--- config.mk ---
export PLATFORM = sky130hd
export DESIGN_NAME = sys_tx_ctrl
export DESIGN_NICKNAME = d
export VERILOG_FILES = /design/src/rtl/sys_tx_ctrl.sv
export SDC_FILE = /design/constraint.sdc
export NUM_CORES = 1
export LEC_CHECK = 0
export CORE_UTILIZATION = 51
export CTS_CLUSTER_SIZE = 14
export DETAILED_ROUTE_END_ITERATION = 16
export PLACE_DENSITY = 0.79
export SYNTH_ARGS = -nofsm -noshare
export SYNTH_HDL_FRONTEND = slang
export SYNTH_SLANG_ARGS = --single-unit
--- constraint.sdc ---
create_clock -name CLK -period 2.4 [get_ports CLK]
set_input_delay 0.24 -clock CLK [delete_from_list [all_inputs] [get_ports CLK]]
set_output_delay 0.24 -clock CLK [all_outputs]
set_load 0.005 [all_outputs]
--- src/rtl/sys_tx_ctrl.sv ---
// sys_tx_ctrl: arbitrates ALU results (two bytes) and register-file reads
// (one byte) onto a single UART transmitter. Each source has a one-deep
// holding register; a request arriving while its holding register is still
// occupied is dropped and flagged on OVERRUN.
//
// Transmitter handshake: TX_VLD is a one-cycle strobe with TX_DATA valid in
// the same cycle. The transmitter acknowledges by raising TX_BUSY and signals
// completion by dropping it again. The next strobe is only issued after that
// fall has been seen.
module sys_tx_ctrl #(
    parameter int DATA_WIDTH = 8
) (
    input  logic                    CLK,
    input  logic                    RST,
    input  logic                    ALU_SEND,
    input  logic [2*DATA_WIDTH-1:0] ALU_DATA,
    input  logic                    RF_SEND,
    input  logic [DATA_WIDTH-1:0]   RF_DATA,
    input  logic                    TX_BUSY,
    input  logic                    OVR_CLR,
    output logic [DATA_WIDTH-1:0]   TX_DATA,
    output logic                    TX_VLD,
    output logic                    BUSY,
    output logic                    OVERRUN,
    output logic [1:0]              state_dbg
);

    localparam logic [1:0] IDLE       = 2'd0;
    localparam logic [1:0] TX_REQ     = 2'd1;
    localparam logic [1:0] WAIT_START = 2'd2;
    localparam logic [1:0] WAIT_DONE  = 2'd3;

    logic [1:0]              state;
    logic [1:0]              state_nxt;
    logic                    pend_alu;
    logic                    pend_rf;
    logic [2*DATA_WIDTH-1:0] hold_alu;
    logic [DATA_WIDTH-1:0]   hold_rf;
    logic [2*DATA_WIDTH-1:0] tx_buf;
    logic [1:0]              byte_cnt;
    logic                    prio_rf;

    logic grant_any;
    logic grant_alu;
    logic grant_rf;
    logic contended;
    logic drop_alu;
    logic drop_rf;
    logic take_alu;
    logic take_rf;
    logic byte_done;

    // Grant, drop and capture decisions for the coming edge. A source that is
    // granted on this edge frees its holding register, so a SEND on the same
    // edge is captured rather than dropped.
    always_comb begin
        grant_any = (state == IDLE) && (pend_alu || pend_rf) && !TX_BUSY;
        contended = pend_alu && pend_rf;
        grant_alu = grant_any && pend_alu && (!pend_rf || !prio_rf);
        grant_rf  = grant_any && !grant_alu;
        drop_alu  = ALU_SEND && pend_alu && !grant_alu;
        drop_rf   = RF_SEND && pend_rf && !grant_rf;
        take_alu  = ALU_SEND && !drop_alu;
        take_rf   = RF_SEND && !drop_rf;
        byte_done = (state == WAIT_DONE) && !TX_BUSY;
    end

    // Next-state logic of the transmit sequencer.
    always_comb begin
        state_nxt = state;
        case (state)
            IDLE:       if (grant_any) state_nxt = TX_REQ;
            TX_REQ:     state_nxt = WAIT_START;
            WAIT_START: if (TX_BUSY) state_nxt = WAIT_DONE;
            WAIT_DONE:  if (!TX_BUSY) state_nxt = (byte_cnt > 2'd1) ? TX_REQ : IDLE;
            default:    state_nxt = IDLE;
        endcase
    end

    // State register.
    always_ff @(posedge CLK or negedge RST) begin
        if (!RST) state <= IDLE;
        else      state <= state_nxt;
    end

    // Per-source holding registers and pending bits.
    always_ff @(posedge CLK or negedge RST) begin
        if (!RST) begin
            pend_alu <= 1'b0;
            pend_rf  <= 1'b0;
            hold_alu <= '0;
            hold_rf  <= '0;
        end else begin
            pend_alu <= take_alu || (pend_alu && !grant_alu);
            pend_rf  <= take_rf || (pend_rf && !grant_rf);
            if (take_alu) hold_alu <= ALU_DATA;
            if (take_rf)  hold_rf  <= RF_DATA;
        end
    end

    // Round-robin pointer; it only moves when both sources competed, so an
    // uncontended grant does not disturb the fairness order.
    always_ff @(posedge CLK or negedge RST) begin
        if (!RST)                        prio_rf <= 1'b0;
        else if (grant_any && contended) prio_rf <= grant_alu;
    end

    // Transmit buffer, byte count and the byte presented to the UART.
    always_ff @(posedge CLK or negedge RST) begin
        if (!RST) begin
            tx_buf   <= '0;
            byte_cnt <= 2'd0;
            TX_DATA  <= '0;
        end else if (grant_any) begin
            tx_buf   <= grant_alu ? hold_alu : {{DATA_WIDTH{1'b0}}, hold_rf};
            byte_cnt <= grant_alu ? 2'd2 : 2'd1;
            TX_DATA  <= grant_alu ? hold_alu[DATA_WIDTH-1:0] : hold_rf;
        end else if (byte_done) begin
            byte_cnt <= byte_cnt - 2'd1;
            if (byte_cnt > 2'd1) TX_DATA <= tx_buf[2*DATA_WIDTH-1:DATA_WIDTH];
        end
    end

    // Sticky drop flag; a drop on the same edge as a clear wins.
    always_ff @(posedge CLK or negedge RST) begin
        if (!RST)                      OVERRUN <= 1'b0;
        else if (drop_alu || drop_rf)  OVERRUN <= 1'b1;
        else if (OVR_CLR)              OVERRUN <= 1'b0;
    end

    assign TX_VLD    = (state == TX_REQ);
    assign BUSY      = (state != IDLE);
    assign state_dbg = state;

endmodule

==> impl_results.md, run 1 <==
* Clock Tree Root: clkbuf_8
* First-pass GRT wire length at 7220 um
* CTS tree: done
* Synth Cell Area at 0.00221 mm2
* Std cell rows at 23
* GP Congestion at 0.851
* Final setup violation count at 0
* Setup crit end kind: flip-flop
* Most common cell after layout, fill and taps aside: dfrtp_1
* Reg-to-reg slack, setup at 360 ps
* PostCTS Resize Cnt at 0
* Reg-to-reg startpoint: state_dbg[0]$_DFFE_PN0P_
* Largest net degree at the start of global routing at 49
* Die W at 67.8 um
* Hold-fix buffers, CTS at 0
* Syn-to-layout area delta at 25.0%
* HP Class: in -> async
* Avg WL per Cell at 17.1 um
* Setup crit start: state_dbg[0]$_DFFE_PN0P_
* RSZ-0062 raised after global routing: false
* IO Pins at 43
* Syn nets at 206
* Avg Cell Area, Syn at 13.0 um2
* Cell Pwr Density at 1220 mW/mm2
* R2r endpoint: hold_alu[4]$_DFFE_PN0P_
* Port Buffers at 42
* Critical Path RT at 2590 ps
* Clock Sinks at 48
* Slew headroom at 29.9%
* Setup Skew at 6.04 ps
* Hold_ws at 123 ps
* Routed Antenna Nets at 0
* Top Usage Layer GRT: met2
* Final Net Count at 251
* H-tree depth at 2
* Met2 GRT Util at 32.7%
* DR DRC count at 0
* Synth cell types at 38
* CP endpoint: hold_alu[4]$_DFFE_PN0P_
* GRT Resource Usage Total at 22.3%
* Initial DRC Count at 91
* Initial antenna violation count at 0
* # diodes at 0
* Drt total wl at 4540 um
* Clock Tree Buf Depth at 2
* Max-Cap Viols at 0
* P_leak at 0.00124 uW
* Proportion of layout cells with a drive suffix above 1 at 19.4%
* Arrival @ worst endpoint at 2230 ps
* Initial Util at 54.0%
* DR vias at 1521
* Non-Filler Instances at 266
* Status: finished, final reports clean
* Setup TNS at 0 ps
* Register bit total from synthesis at 48
* CTS buffer count at 5
* Post-synthesis sequential area ratio at 54.5%
* Place WS at 373 ps
* Worst skew pair latency at 300 ps
* Post-CTS setup buffer count at 0
* Fin crit period at 2040 ps
* Worst-margin pin slew at 1050 ps
* Commonest non-fill, non-tap cells in the layout: 48 x dfrtp_1, 41 x clkdlybuf4s50_1, 16 x mux2_2
* Core box area at 0.00409 mm2
* Reg2reg path depth at 7
* Critical path class: reg -> reg
* Ys Warns at 0
* VDD IR max at 0.718 mV
* Number of global-route vias before repair at 1511
* Fmax at 0.491 GHz
* Detail Placement HPWL at 3230 um
* Synthesized instance count at 170
* Worst Slack Setup Final at 363 ps
* Die area at 0.00459 mm2
* Placed insts at 258
* Grt met3 use at 6.08%
* Tcrit/Tclk final at 84.9%
* Die height at 67.8 um
* Final Hold Vio Count at 0
* CP max FO at 16
* Critical path startpoint category: flip-flop
* Vias per cell at 5.72
* Slew Limit Fails at 0
* Met1 layer usage reported by global route at 30.7%
* Worst-path clk slew at 80 ps
* GRT Residual Overflow at 0
* DR pass1 iterations at 4
[per-stage QoR]
stage          cell area, um2  power (uW)  utilization, %
4_1_cts                  2760        3380            67.5
5_1_grt                  2760        3580            67.5
2_1_floorplan            2210        2340               -
3_5_place_dp             2670        2870            65.3
6_report                 2760        3360            67.5
3_3_place_gp             2670        2780            65.3
[synth_stat cells (all sizes together)]
cell | count | area share (%)
ha | 6 | 3.4
dfrtp | 48 | 54
nor3 | 1 | 0.23
o21a | 5 | 1.7
o32a | 1 | 0.45
clkbuf | 2 | 0.34
mux2 | 26 | 15
a21bo | 1 | 0.45
a32oi | 3 | 1.2
nand4bb | 1 | 0.51
and2 | 1 | 0.28
and3 | 1 | 0.51
nor2b | 2 | 0.68
inv | 7 | 1.2
nor2 | 8 | 1.4
buf | 6 | 2.3
a21boi | 1 | 0.34
and2b | 1 | 0.34
o31a | 1 | 0.40
xnor2 | 2 | 0.79
o22ai | 5 | 1.4
o31ai | 2 | 0.68
o21ai | 11 | 3.0
o221ai | 1 | 0.40
a2bb2oi | 3 | 1.2
a22o | 8 | 3.2
a21o | 1 | 0.34
nand3 | 3 | 0.68
a22oi | 5 | 1.7
a21oi | 1 | 0.23
nand2 | 5 | 0.96
nand2b | 1 | 0.28
[cells by family (layout without fill, tap and decap cells)]
logic type	after synthesis	after routing	synth area share, %
AOI/OAI and AO/OA	49	49	16.7
DFF	48	48	54.5
muxes	26	26	15.0
and+or+nand+nor	24	24	5.84
buffers and inverters	15	61	3.86
adders and majority gates	6	6	3.40
xor gates and xnor gates	2	2	0.794
[worst max-delay path, cell delays in order (launching register included)]
cell	delay [ps]
dfrtp_1	450
inv_1	120
ha_1	240
nor2b_2	170
and3_4	250
o21ai_4	150
buf_12	180
mux2_2	350
[per-layer routing]
| metal | wire length, um | up-vias |
|---|---|---|
| met5 | 0 | - |
| met4 | 71 | 0 |
| met3 | 289 | 7 |
| met2 | 2140 | 53 |
| met1 | 2040 | 752 |
| li1 | - | 709 |
[registers in the layout (all words and copies together), names as in the netlist, 2 cells and up]
| name | cells |
|---|---|
| hold_alu | 16 |
| tx_buf | 8 |
| byte_cnt | 2 |
| state_dbg | 2 |
| hold_rf | 8 |
| TX_DATA | 8 |
[report_power, final]
group          switching, uW  internal [uW]  total, uW
combinational            553            841       1390
clock                    255            235        490
sequential               280           1190       1470
[worst min path at each step]
stage | end | cells after the start | slack [ps]
finish | state_dbg[1]$_DFFE_PN0P_ | 1 | 120
global route | state_dbg[1]$_DFFE_PN0P_ | 1 | 210
CTS | state_dbg[1]$_DFFE_PN0P_ | 1 | 150
detailed placement | state_dbg[1]$_DFFE_PN0P_ | 1 | 480
global placement | state_dbg[1]$_DFFE_PN0P_ | 1 | 450
floorplan | OVERRUN$_DFFE_PN0P_ | 0 | -60
[layout make-up]
| type | instances | area [um2] |
|---|---|---|
| Fill cell | 299 | 1330 |
| Sequential cell | 48 | 1200 |
| Timing Repair Buffer | 46 | 458 |
| Clock buffer | 8 | 90.1 |
| Inverter | 7 | 26.3 |
| Multi-Input combinational cell | 107 | 920 |
| Tap cell | 50 | 62.6 |
Power figures use the tool's default switching activity.
==> run 2, diff against run 1 <==
CORE_UTILIZATION = 46   (was 51)
PLACE_DENSITY = 0.75   (was 0.79)
clock period = 1.7 ns   (was 2.4 ns; I/O delays follow)
==> run 2 against run 1 <==
The run now ends with DRC, setup timing left. Clock power is 40% higher. Critical path depth is 1 lower. Highest routed layer unchanged. Sequential power is 39% higher. Via count is 6.4% higher. Combinational power is 75% higher. Power is 54% higher. Critical endpoint is now state_dbg[0]$_DFFE_PN0P_. Largest cell class unchanged. Sequential share of layout area is 3.9 points lower. Global-route usage is 2.5 points lower. First-iteration DRC count is 36% higher.
==> impl_results.md, run 2 (synthesis gave the netlist of run 1 again) <==
* Avg WL per Cell at 17.3 um (was 17.1 um)
* Detail Placement HPWL at 3470 um (was 3230 um)
* Cell Pwr Density at 1710 mW/mm2 (was 1220 mW/mm2)
* Met2 GRT Util at 31.9% (was 32.7%)
* Tcrit/Tclk final at 101% (was 84.9%)
* Reg-to-reg slack, setup at -20 ps (was 360 ps)
* Top reg by flops: hold_alu (unchanged)
* Std cell rows at 24 (was 23)
* Final Cell Area at 0.00303 mm2 (was 0.00276 mm2)
* Reg-to-reg startpoint: state_dbg[1]$_DFFE_PN0P_ (was state_dbg[0]$_DFFE_PN0P_)
* Placed insts at 273 (was 258)
* Critical path startpoint category: flip-flop (unchanged)
* Worst-path clk slew at 80 ps (about the same)
* GP Congestion at 0.860 (was 0.851)
* DP Area at 0.00280 mm2 (was 0.00267 mm2)
* DR vias at 1619 (was 1521)
* Final Hold Vio Count at 0 (unchanged)
* Slew headroom at 61.5% (was 29.9%)
* GRT Resource Usage Total at 19.8% (was 22.3%)
* Initial antenna violation count at 0 (unchanged)
* Max-Cap Viols at 0 (unchanged)
* Setup Skew at 9.25 ps (was 6.04 ps)
* Max FFs per register at 16 (unchanged)
* Met1 layer usage reported by global route at 27.2% (was 30.7%)
* Hold_ws at 402 ps (was 123 ps)
* Setup crit start: state_dbg[1]$_DFFE_PN0P_ (was state_dbg[0]$_DFFE_PN0P_)
* Critical path class: reg -> reg (unchanged)
* Vias per cell at 5.70 (was 5.72)
* P_leak at 0.00140 uW (was 0.00124 uW)
* Port Buffers at 42 (unchanged)
* Violated checks: DRC, setup timing
* Drt total wl at 4910 um (was 4540 um)
* CTS tree: done (unchanged)
* H-tree depth at 2 (unchanged)
* Worst skew pair latency at 300 ps (about the same)
* R2r endpoint: state_dbg[0]$_DFFE_PN0P_ (was hold_alu[4]$_DFFE_PN0P_)
* Final Net Count at 267 (was 251)
* Largest net degree at the start of global routing at 27 (was 49)
* First-pass GRT wire length at 7670 um (was 7220 um)
* Place WS at -120 ps (was 373 ps)
* Commonest non-fill, non-tap cells in the layout: 48 x dfrtp_1, 40 x clkdlybuf4s50_1, 20 x mux2_4 (was 48 x dfrtp_1, 41 x clkdlybuf4s50_1, 16 x mux2_2)
* Proportion of layout cells with a drive suffix above 1 at 29.3% (was 19.4%)
* Setup TNS at -26.7 ps (was 0 ps)
* IO Pins at 43 (unchanged)
* Core box area at 0.00447 mm2 (was 0.00409 mm2)
* Fin crit period at 1720 ps (was 2040 ps)
* Setup crit end kind: flip-flop (unchanged)
* Status: finished, violations left (was finished, final reports clean)
* Die area at 0.00508 mm2 (was 0.00459 mm2)
* Final setup violation count at 4 (was 0)
* Die W at 71.3 um (was 67.8 um)
* CP max FO at 5 (was 16)
* GRT Residual Overflow at 0 (unchanged)
* Clock Tree Root: clkbuf_8 (unchanged)
* Non-Filler Instances at 284 (was 266)
* Top Usage Layer GRT: met2 (unchanged)
* Slew Limit Fails at 0 (unchanged)
* Worst-margin pin slew at 578 ps (was 1050 ps)
* Sequential cell area at 0.00120 mm2 (unchanged)
* Reg2reg path depth at 6 (was 7)
* Routed Antenna Nets at 0 (unchanged)
* # diodes at 0 (unchanged)
* DR pass1 iterations at 10 (was 4)
* Grt met3 use at 3.94% (was 6.08%)
* Most common cell after layout, fill and taps aside: dfrtp_1 (unchanged)
* CTS buffer count at 5 (unchanged)
* Critical Path RT at 1870 ps (was 2590 ps)
* HP Class: in -> async (unchanged)
* RSZ-0062 raised after global routing: true (was false)
* Fmax at 0.582 GHz (was 0.491 GHz)
* Initial Util at 49.3% (was 54.0%)
* Clock Tree Buf Depth at 2 (unchanged)
* FILL cells at 328 (was 299)
* Arrival @ worst endpoint at 1890 ps (was 2230 ps)
* Number of global-route vias before repair at 1634 (was 1511)
* DR DRC count at 2 (was 0)
* Worst Slack Setup Final at -16.9 ps (was 363 ps)
* Syn-to-layout area delta at 37.2% (was 25.0%)
* Initial DRC Count at 124 (was 91)
* Clock Sinks at 48 (unchanged)
* VDD IR max at 1.04 mV (was 0.718 mV)
* Area of the multi-input gates at 0.00104 mm2 (was 920 um2)
* Die height at 71.3 um (was 67.8 um)
-- run 2: area by class of cell --
class / instances / share of cell area, %
flip-flops and latches: 48 / 39.7
multi-input cells: 107 / 34.4
repair buffers: 62 / 19.9
clock buffers: 8 / 2.98
well taps: 52 / 2.15
inverters: 7 / 0.868
-- run 2: worst max path at each step --
stage                     depth (start not counted)                  endpoint  slack [ps]
after floorplan                                   8  hold_alu[10]$_DFFE_PN0P_        -190
after global placement                            6   hold_alu[0]$_DFFE_PN0P_         -70
after detailed placement                          5  state_dbg[0]$_DFFE_PN0P_        -120
after CTS                                         7   hold_alu[4]$_DFFE_PN0P_         -20
after global routing                              7   hold_alu[5]$_DFFE_PN0P_         -80
final                                             6  state_dbg[0]$_DFFE_PN0P_         -20
-- run 2: routing by layer --
metal	wire length (um)	part of all wire, %
met3	228	4.6
met5	0	0
met1	2200	45
met4	67	1.4
met2	2410	49
-- run 2: report_power, final --
| group | leakage (uW) | internal [uW] | switching [uW] |
|---|---|---|---|
| registers | 0.000573 | 1680 | 368 |
| clock network | 0.0000455 | 332 | 353 |
| logic | 0.000784 | 1480 | 946 |
-- run 2: critical path: stages (launching register included) --
cell and delay [ps]:
dfrtp_1 400, buf_4 160, ha_1 190, mux2_2 260, o32a_1 210, o31ai_2 250, o31ai_1 120
-- run 2: through the flow --
step	utilization [%]	power (uW)
floorplan	-	3330
global placement	62.5	4110
detailed placement	62.5	4240
CTS	65.2	4980
global route	67.6	5490
finish	67.6	5170
-- run 2: repair_timing --
item / CTS / global route
pin swaps: 1 / 4
hold endpoints to repair: 22 / 0
hold buffers: 1 / 0
resized for setup: 4 / 21
setup buffers: 0 / 1
gates cloned: 0 / 1
endpoints found under the setup margin: 16 / 32
==> run 3, diff against run 2 <==
CORE_ASPECT_RATIO = 1.1   (was not set)
==> run 3 against run 2 <==
The flow now finishes without violations. Fmax up 2.4%. Non-clock buffer count up 1. Utilization down 2.2 points. Worst hold slack worse by 42 ps. Sequential cell count unchanged. Global-route usage up 0.61 points. Clock skew down 2.7 ps. Largest power group unchanged. Highest routed layer unchanged.
==> impl_results.md, run 3 (synthesis gave the netlist of run 1 again) <==
* Slew Limit Fails at 0 (unchanged)
* VDD IR max at 0.982 mV (was 1.04 mV)
* Critical path class: reg -> reg (unchanged)
* Final Power at 5110 uW (was 5170 uW)
* RSZ-0062 raised after global routing: true (unchanged)
* GRT Resource Usage Total at 20.4% (was 19.8%)
* Tcrit/Tclk final at 98.6% (was 101%)
* IO Pins at 43 (unchanged)
* Core box area at 0.00462 mm2 (was 0.00447 mm2)
* Final Hold Vio Count at 0 (unchanged)
* Initial antenna violation count at 0 (unchanged)
* Detail Placement HPWL at 3370 um (was 3470 um)
* Setup TNS at 0 ps (was -26.7 ps)
* CTS buffer count at 5 (unchanged)
* Number of global-route vias before repair at 1565 (was 1634)
* Max FFs per register at 16 (unchanged)
* Status: finished, final reports clean (was finished, violations left)
* Drt total wl at 4680 um (was 4910 um)
* Sequential cell area at 0.00120 mm2 (unchanged)
* Commonest non-fill, non-tap cells in the layout: 48 x dfrtp_1, 40 x clkdlybuf4s50_1, 17 x mux2_4 (was 48 x dfrtp_1, 40 x clkdlybuf4s50_1, 20 x mux2_4)
* Proportion of layout cells with a drive suffix above 1 at 28.3% (was 29.3%)
* Initial DRC Count at 39 (was 124)
* Clock Sinks at 48 (unchanged)
* Worst-path clk slew at 80 ps (about the same)
* Fin util at 65.4% (was 67.6%)
* Net Switching at 1620 uW (was 1670 uW)
* Die area at 0.00508 mm2 (about the same)
* Critical Path RT at 1880 ps (was 1870 ps)
* Initial Util at 47.8% (was 49.3%)
* Syn-to-layout area delta at 37.0% (was 37.2%)
* Hold_ws at 360 ps (was 402 ps)
* FILL cells at 374 (was 328)
* Final Net Count at 268 (was 267)
* Sw Ratio at 31.7% (was 32.2%)
* Cell Pwr Density at 1690 mW/mm2 (was 1710 mW/mm2)
* P_leak at 0.00139 uW (was 0.00140 uW)
* Comb power frac at 46.5% (was 47.0%)
* Arrival @ worst endpoint at 1860 ps (was 1890 ps)
* First-pass GRT wire length at 7380 um (was 7670 um)
* Die W at 68.0 um (was 71.3 um)
* Worst Slack Setup Final at 24.0 ps (was -16.9 ps)
* Slew headroom at 66.6% (was 61.5%)
* Setup crit end kind: flip-flop (unchanged)
* Clock Tree Root: clkbuf_8 (unchanged)
* Worst skew pair latency at 300 ps (about the same)
* Clock power frac at 13.4% (was 13.3%)
* Place WS at -86.5 ps (was -120 ps)
* DR vias at 1529 (was 1619)
* Std cell rows at 26 (was 24)
* Vias per cell at 5.29 (was 5.70)
* Top reg by flops: hold_alu (unchanged)
* H-tree depth at 2 (unchanged)
* GRT Residual Overflow at 0 (unchanged)
* Most common cell after layout, fill and taps aside: dfrtp_1 (unchanged)
* GP Congestion at 0.770 (was 0.860)
* DR DRC count at 0 (was 2)
* Port Buffers at 42 (unchanged)
* DR pass1 iterations at 4 (was 10)
* Largest net degree at the start of global routing at 30 (was 27)
* Flop pwr share at 40.0% (was 39.7%)
* Die height at 74.6 um (was 71.3 um)
* Worst-margin pin slew at 500 ps (was 578 ps)
* Avg WL per Cell at 16.2 um (was 17.3 um)
* CP max FO at 9 (was 5)
* P_int at 3490 uW (was 3500 uW)
* # diodes at 0 (unchanged)
* Fmax at 0.597 GHz (was 0.582 GHz)
* CTS tree: done (unchanged)
* Area of the multi-input gates at 0.00102 mm2 (was 0.00104 mm2)
* Final setup violation count at 0 (was 4)
* Routed Antenna Nets at 0 (unchanged)
* Clock Tree Buf Depth at 2 (unchanged)
* HP Class: in -> async (unchanged)
* Setup Skew at 6.59 ps (was 9.25 ps)
* Critical path startpoint category: flip-flop (unchanged)
* Fin crit period at 1680 ps (was 1720 ps)
* Max-Cap Viols at 0 (unchanged)
[run 3: metal layers]
metal / global-route usage (%) / wire length [um]
met1: 27.1 / 2070
met5: 0 / 0
met4: 7.64 / 70
met3: 4.09 / 155
met2: 33.0 / 2380
[run 3: worst paths after layout]
check	slack (ps)	cells past startpoint	to	start
worst max-delay path	20	7	hold_alu[11]$_DFFE_PN0P_	state_dbg[0]$_DFFE_PN0P_
worst min-delay path	360	2	state_dbg[0]$_DFFE_PN0P_	RST
worst max register to register	20	7	hold_alu[11]$_DFFE_PN0P_	state_dbg[0]$_DFFE_PN0P_
worst min register to register	500	1	TX_DATA[6]$_DFFE_PN0P_	TX_DATA[6]$_DFFE_PN0P_
max in group asynchronous	820	3	hold_alu[15]$_DFFE_PN0P_	RST
min in group CLK	480	2	hold_alu[7]$_DFFE_PN0P_	ALU_DATA[7]
[run 3: power by group through the flow]
| stage | registers, uW | logic (uW) | clock network, uW |
|---|---|---|---|
| 2_1_floorplan | 1960 | 1370 | 0 |
| 3_3_place_gp | 2020 | 2150 | 0 |
| 3_5_place_dp | 2040 | 2220 | 0 |
| 4_1_cts | 2030 | 2260 | 703 |
| 5_1_grt | 2100 | 2600 | 750 |
| 6_report | 2040 | 2380 | 686 |
[run 3: repair_timing]
item | CTS | global route
hold endpoints to repair | 19 | 0
hold buffers | 1 | 0
gates resized for setup | 3 | 17
pin swaps | 1 | 2
setup endpoints to repair | 25 | 35
setup buffers | 0 | 1
[run 3: metrics by stage]
stage / instances / cell area, um2
after global placement: 279 / 2830
final: 289 / 3020
after global routing: 289 / 3020
after CTS: 288 / 2940
after detailed placement: 279 / 2830
after floorplan: 170 / 2220
[run 3: layout make-up]
type / instances / share of cell area [%]
clock buffer: 8 / 2.98
tap: 56 / 2.32
multi-input combinational: 107 / 33.6
inverter: 7 / 0.869
sequential: 48 / 39.7
timing repair buffer: 63 / 20.5
[run 3: worst max-delay path, stage by stage, from the launching register on]
cell and delay, ps:
dfrtp_1 370, inv_2 60, ha_4 160, nor2b_4 120, and3_4 180, o21ai_4 190, buf_12 180, mux2_4 300
